--- src/rtl/rectangle_pkg.sv ---
// Shared constants, FSM encoding and bit-manipulation helpers for the
// RECTANGLE-80 key schedule.
package rectangle_pkg;

   localparam int         NUM_ROUNDS = 25;
   localparam logic [4:0] RC_INIT    = 5'h01;
   localparam logic [4:0] RC_LAST    = 5'h1D;
   localparam logic [4:0] LAST_ROUND = 5'(NUM_ROUNDS - 1);
   localparam logic [4:0] FIRST_IDX  = 5'(NUM_ROUNDS);

   typedef enum logic [1:0] {
      IDLE,
      EXPAND,
      EMIT
   } state_t;

   function automatic logic [15:0] rol8(input logic [15:0] x);
      return {x[7:0], x[15:8]};
   endfunction

   function automatic logic [15:0] rol12(input logic [15:0] x);
      return {x[3:0], x[15:4]};
   endfunction

   function automatic logic [4:0] rc_next(input logic [4:0] rc);
      return {rc[3:0], rc[4] ^ rc[2]};
   endfunction

   function automatic logic [4:0] rc_prev(input logic [4:0] rc);
      return {rc[0] ^ rc[3], rc[4:1]};
   endfunction

endpackage

--- src/rtl/rectangle_inv_sbox.sv ---
// RECTANGLE 4-bit inverse S-box, purely combinational.
module rectangle_inv_sbox (
   input  logic [3:0] a,
   output logic [3:0] y
);

   always_comb begin
      case (a)
         4'h0: y = 4'h9;
         4'h1: y = 4'h4;
         4'h2: y = 4'hF;
         4'h3: y = 4'hA;
         4'h4: y = 4'hE;
         4'h5: y = 4'h1;
         4'h6: y = 4'h0;
         4'h7: y = 4'h6;
         4'h8: y = 4'hC;
         4'h9: y = 4'h7;
         4'hA: y = 4'h3;
         4'hB: y = 4'h8;
         4'hC: y = 4'h2;
         4'hD: y = 4'hB;
         4'hE: y = 4'h5;
         default: y = 4'hD;
      endcase
   end

endmodule

--- src/rtl/sbox.sv ---
// RECTANGLE 4-bit forward S-box, purely combinational.
module sbox (
   input  logic [3:0] a,
   output logic [3:0] y
);

   always_comb begin
      case (a)
         4'h0: y = 4'h6;
         4'h1: y = 4'h5;
         4'h2: y = 4'hC;
         4'h3: y = 4'hA;
         4'h4: y = 4'h1;
         4'h5: y = 4'hE;
         4'h6: y = 4'h7;
         4'h7: y = 4'h9;
         4'h8: y = 4'hB;
         4'h9: y = 4'h0;
         4'hA: y = 4'h3;
         4'hB: y = 4'hD;
         4'hC: y = 4'h8;
         4'hD: y = 4'hF;
         4'hE: y = 4'h4;
         default: y = 4'h2;
      endcase
   end

endmodule

--- src/rtl/rectangle_key_unroll.sv ---
// RECTANGLE-80 decryption key schedule: expands the master key forward 25
// rounds, then emits round keys K25..K0 by running the key update backwards.
module rectangle_key_unroll
   import rectangle_pkg::*;
(
   input  logic        clk,
   input  logic        rst_n,
   input  logic        start,
   input  logic [79:0] key_in,
   output logic        busy,
   output logic        rk_valid,
   input  logic        rk_ready,
   output logic [63:0] rk_out,
   output logic [4:0]  rk_idx,
   output logic        done
);

   state_t      state, state_nx;
   logic [79:0] s, s_nx;
   logic [4:0]  rc, rc_nx;
   logic [4:0]  cnt, cnt_nx;
   logic        done_nx;

   logic [15:0] r0, r1, r2, r3, r4;
   assign {r4, r3, r2, r1, r0} = s;

   // Inverse round: undo constant and row mixing before the inverse S-box.
   logic [15:0] ia0, ia1, ia2, ia3, ia4;
   assign ia0 = r4;
   assign ia1 = r0 ^ {11'd0, rc} ^ rol8(ia0);
   assign ia2 = r1;
   assign ia3 = r2;
   assign ia4 = r3 ^ rol12(ia3);

   logic [3:0] fcol [4];
   logic [3:0] icol [4];

   for (genvar c = 0; c < 4; c++) begin : g_col
      sbox u_sbox (
         .a ({r3[c], r2[c], r1[c], r0[c]}),
         .y (fcol[c])
      );
      rectangle_inv_sbox u_inv_sbox (
         .a ({ia3[c], ia2[c], ia1[c], ia0[c]}),
         .y (icol[c])
      );
   end

   logic [15:0] fa0, fa1, fa2, fa3;
   logic [15:0] ib0, ib1, ib2, ib3;
   logic [79:0] s_fwd, s_inv;

   always_comb begin
      // NOTE: every combinational output gets a default before any branch so no latch is inferred.
      fa0 = r0;
      fa1 = r1;
      fa2 = r2;
      fa3 = r3;
      ib0 = ia0;
      ib1 = ia1;
      ib2 = ia2;
      ib3 = ia3;
      for (int c = 0; c < 4; c++) begin
         fa0[c] = fcol[c][0];
         fa1[c] = fcol[c][1];
         fa2[c] = fcol[c][2];
         fa3[c] = fcol[c][3];
         ib0[c] = icol[c][0];
         ib1[c] = icol[c][1];
         ib2[c] = icol[c][2];
         ib3[c] = icol[c][3];
      end
      s_fwd = {fa0, rol12(fa3) ^ r4, fa3, fa2, rol8(fa0) ^ fa1 ^ {11'd0, rc}};
      s_inv = {ia4, ib3, ib2, ib1, ib0};
   end

   always_comb begin
      state_nx = state;
      s_nx     = s;
      rc_nx    = rc;
      cnt_nx   = cnt;
      done_nx  = 1'b0;
      case (state)
         IDLE: begin
            if (start) begin
               s_nx     = key_in;
               rc_nx    = RC_INIT;
               cnt_nx   = 5'd0;
               state_nx = EXPAND;
            end
         end
         EXPAND: begin
            s_nx = s_fwd;
            if (cnt == LAST_ROUND) begin
               rc_nx    = RC_LAST;
               cnt_nx   = FIRST_IDX;
               state_nx = EMIT;
            end else begin
               rc_nx  = rc_next(rc);
               cnt_nx = cnt + 5'd1;
            end
         end
         EMIT: begin
            if (rk_ready) begin
               if (cnt != 5'd0) begin
                  s_nx   = s_inv;
                  rc_nx  = rc_prev(rc);
                  cnt_nx = cnt - 5'd1;
               end else begin
                  done_nx  = 1'b1;
                  state_nx = IDLE;
               end
            end
         end
         default: state_nx = IDLE;
      endcase
   end

   // NOTE: state registers use non-blocking assignments so all flops update together at the edge.
   always_ff @(posedge clk or negedge rst_n) begin
      if (!rst_n) begin
         state <= IDLE;
         s     <= '0;
         rc    <= '0;
         cnt   <= '0;
         done  <= 1'b0;
      end else begin
         state <= state_nx;
         s     <= s_nx;
         rc    <= rc_nx;
         cnt   <= cnt_nx;
         done  <= done_nx;
      end
   end

   assign busy     = (state != IDLE);
   assign rk_valid = (state == EMIT);
   assign rk_out   = s[63:0];
   assign rk_idx   = rk_valid ? cnt : 5'd0;

endmodule

--- config.mk ---
export PLATFORM = sky130hd
export DESIGN_NAME = rectangle_key_unroll
export DESIGN_NICKNAME = d
export VERILOG_FILES = /design/src/rtl/rectangle_pkg.sv /design/src/rtl/rectangle_inv_sbox.sv /design/src/rtl/sbox.sv /design/src/rtl/rectangle_key_unroll.sv
export SDC_FILE = /design/constraint.sdc
export NUM_CORES = 1
export LEC_CHECK = 0
export CORE_MARGIN = 2
export CORE_UTILIZATION = 50
export DETAILED_ROUTE_END_ITERATION = 12
export GPL_ROUTABILITY_DRIVEN = 1
export PLACE_DENSITY = 0.89
export SKIP_LAST_GASP = 1
export SYNTH_ARGS = -nofsm -noshare
export SYNTH_HDL_FRONTEND = slang
export SYNTH_SLANG_ARGS = --single-unit
export TNS_END_PERCENT = 20
--- constraint.sdc ---
create_clock -name clk -period 3.8 [get_ports clk]
set_clock_uncertainty 0.05 [all_clocks]
set_input_delay 0.57 -clock clk [delete_from_list [all_inputs] [get_ports clk]]
set_output_delay 0.57 -clock clk [all_outputs]
set_load 0.03 [all_outputs]
After elaboration in Yosys (flattened, before gate mapping)
Memories as Yosys holds them, arrays and structs flattened.
Cells that the tools add are included.
{ "word_totals": {"register_bits": 93, "rom_bits": 512, "input_bits": 84, "out_inout_bits": 72, "wordCells": 60, "mem_count": 8} }
{ "mem_list": {"columns": ["memory", "words", "width", "rd", "rd_clocked_by_memory_dff", "write_ports", "line", "rtl"], "rows": [
  ["(name not given)", 16, 4, 1, 0, 0, "rectangle_inv_sbox.sv:8", "case (a)"],
  ["(name not given)", 16, 4, 1, 0, 0, "sbox.sv:8", "case (a)"],
  ["(name not given)", 16, 4, 1, 0, 0, "rectangle_inv_sbox.sv:8", null],
  ["(name not given)", 16, 4, 1, 0, 0, "sbox.sv:8", null],
  ["(name not given)", 16, 4, 1, 0, 0, "rectangle_inv_sbox.sv:8", null],
  ["(name not given)", 16, 4, 1, 0, 0, "sbox.sv:8", null],
  ["+2 memories", null, null, null, null, null, null, null]
]} }
{ "classes": {"addsub": 2, "n_eq_ne": 8, "mux": 23, "bitwise": 8, "reduce_logical": 6} }
{ "ops": {"columns": ["cell", "n"], "rows": [
  ["$mux 80", 3],
  ["$pmux 80 s3", 1],
  ["$xor 16x16->16", 4],
  ["$mux 5", 9],
  ["$xor 16x5->16", 2],
  ["$pmux 5 s3", 2],
  ["$mux 2", 4],
  ["$reduce_and 4->1", 2],
  ["$ne 2x2->1 const B", 3],
  ["$pmux 2 s3", 1],
  ["$add 5x1->5 const B", 1],
  ["$eq 5x5->1 const B", 1],
  ["$reduce_bool 5->1", 1],
  ["$sub 5x1->5 const B", 1],
  ["$ne 2x1->1 const B", 2],
  ["$mux 1", 3],
  ["$reduce_bool 3->1", 1],
  ["$eq 2x1->1 const B", 1],
  ["$eq 2x2->1 const B", 1],
  ["$logic_not 2->1", 1],
  ["$reduce_bool 2->1", 1],
  ["$xor 1x1->1", 2]
]} }

Longest topological paths before layout
An unclocked memory read counts as a cell.
{ "depth": {"word_depth": 6, "depth_mapped": 9, "ltp_nobuf": 7} }

Cells and area by module
A second synthesis with hierarchy kept.
{ "hier_totals": {"hier_cells": 967, "area_unflattened_um2": 8134.1} }
{ "modules_own_cells": {"columns": ["mod", "instances", "cells_per_inst", "area_each_um2", "seq_area_each_um2"], "rows": [
  ["rectangle_key_unroll", 1, 775, 6645.1, 2327.2],
  ["sbox", 4, 24, 195.2, 0.0],
  ["rectangle_inv_sbox at g_col[2].u_inv_sbox ...", 2, 25, 187.7, 0.0],
  ["rectangle_inv_sbox at g_col[1].u_inv_sbox", 1, 25, 182.7, 0.0],
  ["rectangle_inv_sbox at g_col[0].u_inv_sbox", 1, 21, 150.1, 0.0]
]} }

Least setup slack after synthesis
No wires, ideal clock.
{ "synth_path": {"path_kind": "register to output", "startpoint": "reg state[0]", "endpoint": "out rk_idx[2]", "arrival_ns": 1.938, "required_time_ns": 3.180, "slack_ns": 1.242, "path_stages_with_launch": 7, "n_path_buf": 3, "path_cell_list": "dfrtp_1 inv_1 ha_1 clkbuf_1 clkbuf_1 clkbuf_1 and2_1"} }
{ "synth_via": {"elab_chain_len": 2} }
{ "synth_rtl": {"columns": ["item", "line", "rtl"], "rows": [
  ["from (decl)", "rectangle_key_unroll.sv:18", "state_t state, state_nx;"],
  ["from (signal assigned)", "rectangle_key_unroll.sv:128", "state <= state_nx;"],
  ["$eq 2x2->1", "rectangle_key_unroll.sv:137", "assign rk_valid = (state == EMIT);"],
  ["named net rk_valid", "rectangle_key_unroll.sv:11", "output logic rk_valid,"],
  ["$mux 5", "rectangle_key_unroll.sv:139", "assign rk_idx = rk_valid ? cnt : 5'd0;"],
  ["to (decl)", "rectangle_key_unroll.sv:14", "output logic [4:0] rk_idx,"]
]} }
The timed path passes the listed nets, and every way through them passes these cells.

Worst setup path in the final report
{ "layout_path": {"startpoint": "reg state[0]", "endpoint": "out rk_idx[0]"} }
{ "layout_via": {"elab_chain_len": 2} }
{ "layout_rtl": {"columns": ["item", "line"], "rows": [
  ["$eq 2x2->1", "rectangle_key_unroll.sv:137"],
  ["$mux 5", "rectangle_key_unroll.sv:139"]
]} }
Every way passes these cells.

==> out/summary.txt <==
die height -> 126 um
Unique masters post-synth -> 69
Nets -> 1,075
yosys warns -> 0
Layout Area Growth over Synthesis -> 23.4%
fmax -> 316 MHz
combinational power share -> 62.5%
worst-path fanout max -> 45
Mapped Area -> 7410 um^2
switching power of the nets -> 0.00470 W
Synthesized Nets -> 989
sequential share of power -> 28.2%
n_diodes -> 0
Max rail drop VDD -> 0.000593 V
GRT Util Overall -> 27.8%
Final Cycle Share -> 83.2%
Primary FF master, synth -> dfrtp_1
Crit. End Element -> primary output
Final Hold Fails -> 0
DR WL/cell -> 19.4 um
total core area -> 14,500 um^2
die area -> 15,800 um^2
Starting Density -> 51.0%
Cell Pwr Density -> 1000 nW/um^2
cts hold-fix bufs -> 0
MaxCap Viol Count -> 0
WL final -> 22,300 um
crit-path leading delay family -> buffers and inverters
number of global-route vias before repair -> 6,795
worst-path cell chain -> inv_1 -> ha_4 -> buf_4 -> and2_1 -> clkdlybuf4s50_1
post-layout util -> 62.9%
grt ovf -> 0
P_int -> 0.00446 W
Synth Instances -> 876
initial DRC count -> 760
setup TNS -> 0 ns
Slew Viols, Final -> 0
synthesized area per cell -> 8.46 um^2
Critical Path AT -> 2.54 ns
WP data required -> 3.18 ns
largest net degree at the start of global routing -> 56
Slowest-stage cell, CP -> clkdlybuf4s50_1
commonest non-fill, non-tap cell in the layout -> clkdlybuf4s50_1
number of flops mapped to enable cells by yosys -> 0
multi-input logic area -> 4570 um^2
Clock Path Buffers -> 2
H-tree lvl count -> 3
RSZ-0062 raised after global routing -> no
via count -> 7,256
clock power share -> 9.3%
Routed Antenna Nets -> 0
CTS clock-pin slew for the worst setup and hold paths -> 0.06 ns
HP Class -> primary input to async pin
result of the run -> completed
synthesis-stage register bit count -> 93
number of vias per cell -> 6.32
port buffer count -> 155
antenna violations before repair -> 0
Sw Share -> 51.3%
ys async rst share -> 100%
postcts setup bufs -> 0
PostCTS Resize Cnt -> 0
CTS Buf Count -> 9
fin crit period -> 3.16 ns
layout cells sized above 1 -> 4.46%
Slew Limit Headroom -> 46.0%
detailed-route DRC error count -> 0
CTS tree -> built
Root Buffer -> clkbuf_16
Worst setup SP type -> flop
clock tree sinks -> 93
GPL Wtd Cong -> 0.957
TritonRoute pass-1 iters -> 6
Sequential Area -> 2330 um^2
Worst Path Class, Setup -> flop to primary output
worst-margin pin slew -> 0.790 ns
dpl hpwl -> 15,200 um
Clk Latency, worst-skew pair -> 0.34 ns
Worst R2R Setup Slack -> 0.95 ns
design area -> 9150 um^2
DP Area -> 8880 um^2
CP Buf/Inv Count -> 3
die width -> 126 um
Lkg Pwr -> 3.79 nW
Seq/Total Area, Yosys -> 31.4%
number of cell rows -> 44
number of top-level pins -> 156
first-pass GRT wire length -> 35,900 um
final setup fails -> 0
fillers -> 1,225
CP peak stage delay -> 0.67 ns
most frequent cells in the layout -> clkdlybuf4s50_1 (154), nand2_1 (101), dfrtp_1 (93)
-- power by group through the flow --
stage / logic, W / registers (W) / clock network [W]
after floorplan: 0.00389 / 0.00260 / 0
after detailed placement: 0.00560 / 0.00255 / 0
after CTS: 0.00566 / 0.00255 / 0.000851
after global placement: 0.00543 / 0.00253 / 0
final: 0.00572 / 0.00258 / 0.000855
after global routing: 0.00617 / 0.00268 / 0.000899
-- sequential cells by signal, summed over array words and instances, names as in the netlist --
signal / cells
done: 1
cnt: 5
rc: 5
state: 2
s: 80
-- stage by stage --
step	setup slack (ns)	hold WS [ns]	power (W)	std cells
global route	0.555	0.221	0.00975	1149
detailed placement	1.00	0.498	0.00815	1135
floorplan	1.24	0.224	0.00648	876
global placement	1.03	0.490	0.00797	1135
CTS	0.639	0.203	0.00905	1149
finish	0.638	0.174	0.00915	1149
-- per-layer routing --
layer,vias to the layer above,wire [um],GRT usage (%)
met5,-,0,0
met1,3431,9740,40.9
met2,436,9800,40.7
met3,50,2230,5.69
met4,0,556,9.95
li1,3339,-,-
-- synth_stat cells, types with 9 or more instances --
cell type  number  area [um^2]
a221oi_1       56          490
o31ai_1        58          435
nor3_1          9         45.0
nand2_1       101          379
inv_1          25         93.8
buf_2          17         85.1
nand3_1        10         50.1
xnor2_1        26          228
ha_1           29          363
mux2i_1        15          150
o211ai_1       11         82.6
clkbuf_1       52          195
nor2_1         85          319
buf_4          11         82.6
a31oi_1         9         56.3
a21oi_1        32          160
o21ai_0        45          225
dfrtp_1        93         2330
xor2_1         60          526
-- logic make-up (layout without fill, tap and decap cells) --
group	after synthesis	in the layout	share of synthesized area [%]
adder cells (fa/ha/maj)	30	30	5.03
AND/OR/NAND/NOR	243	243	14.3
multiplexers	20	20	2.78
flip-flops	93	93	31.4
XOR/XNOR	91	91	11.7
AO/OA/AOI/OAI	280	280	27.4
buffers and inverters	119	208	7.49
-- area by class of cell --
type	instances	share of cell area [%]
Sequential cell	93	25.4
Timing Repair Buffer	167	18.1
Tap cell	184	2.52
Clock buffer	12	2.80
Multi-Input combinational cell	664	50.0
Clock inverter	2	0.109
Inverter	27	1.11
-- final timing paths --
check,startpoint,end,depth (start not counted)
min in group clk,s[28]$_DFFE_PN0P_,s[28]$_DFFE_PN0P_,2
min reg2reg,s[28]$_DFFE_PN0P_,s[28]$_DFFE_PN0P_,2
max,state[0]$_DFFE_PN0P_,rk_idx[0],5
max reg2reg,state[1]$_DFFE_PN0P_,s[33]$_DFFE_PN0P_,7
max in group asynchronous,rst_n,s[11]$_DFFE_PN0P_,2
min,rst_n,s[31]$_DFFE_PN0P_,1
Power figures use the tool's default switching activity.
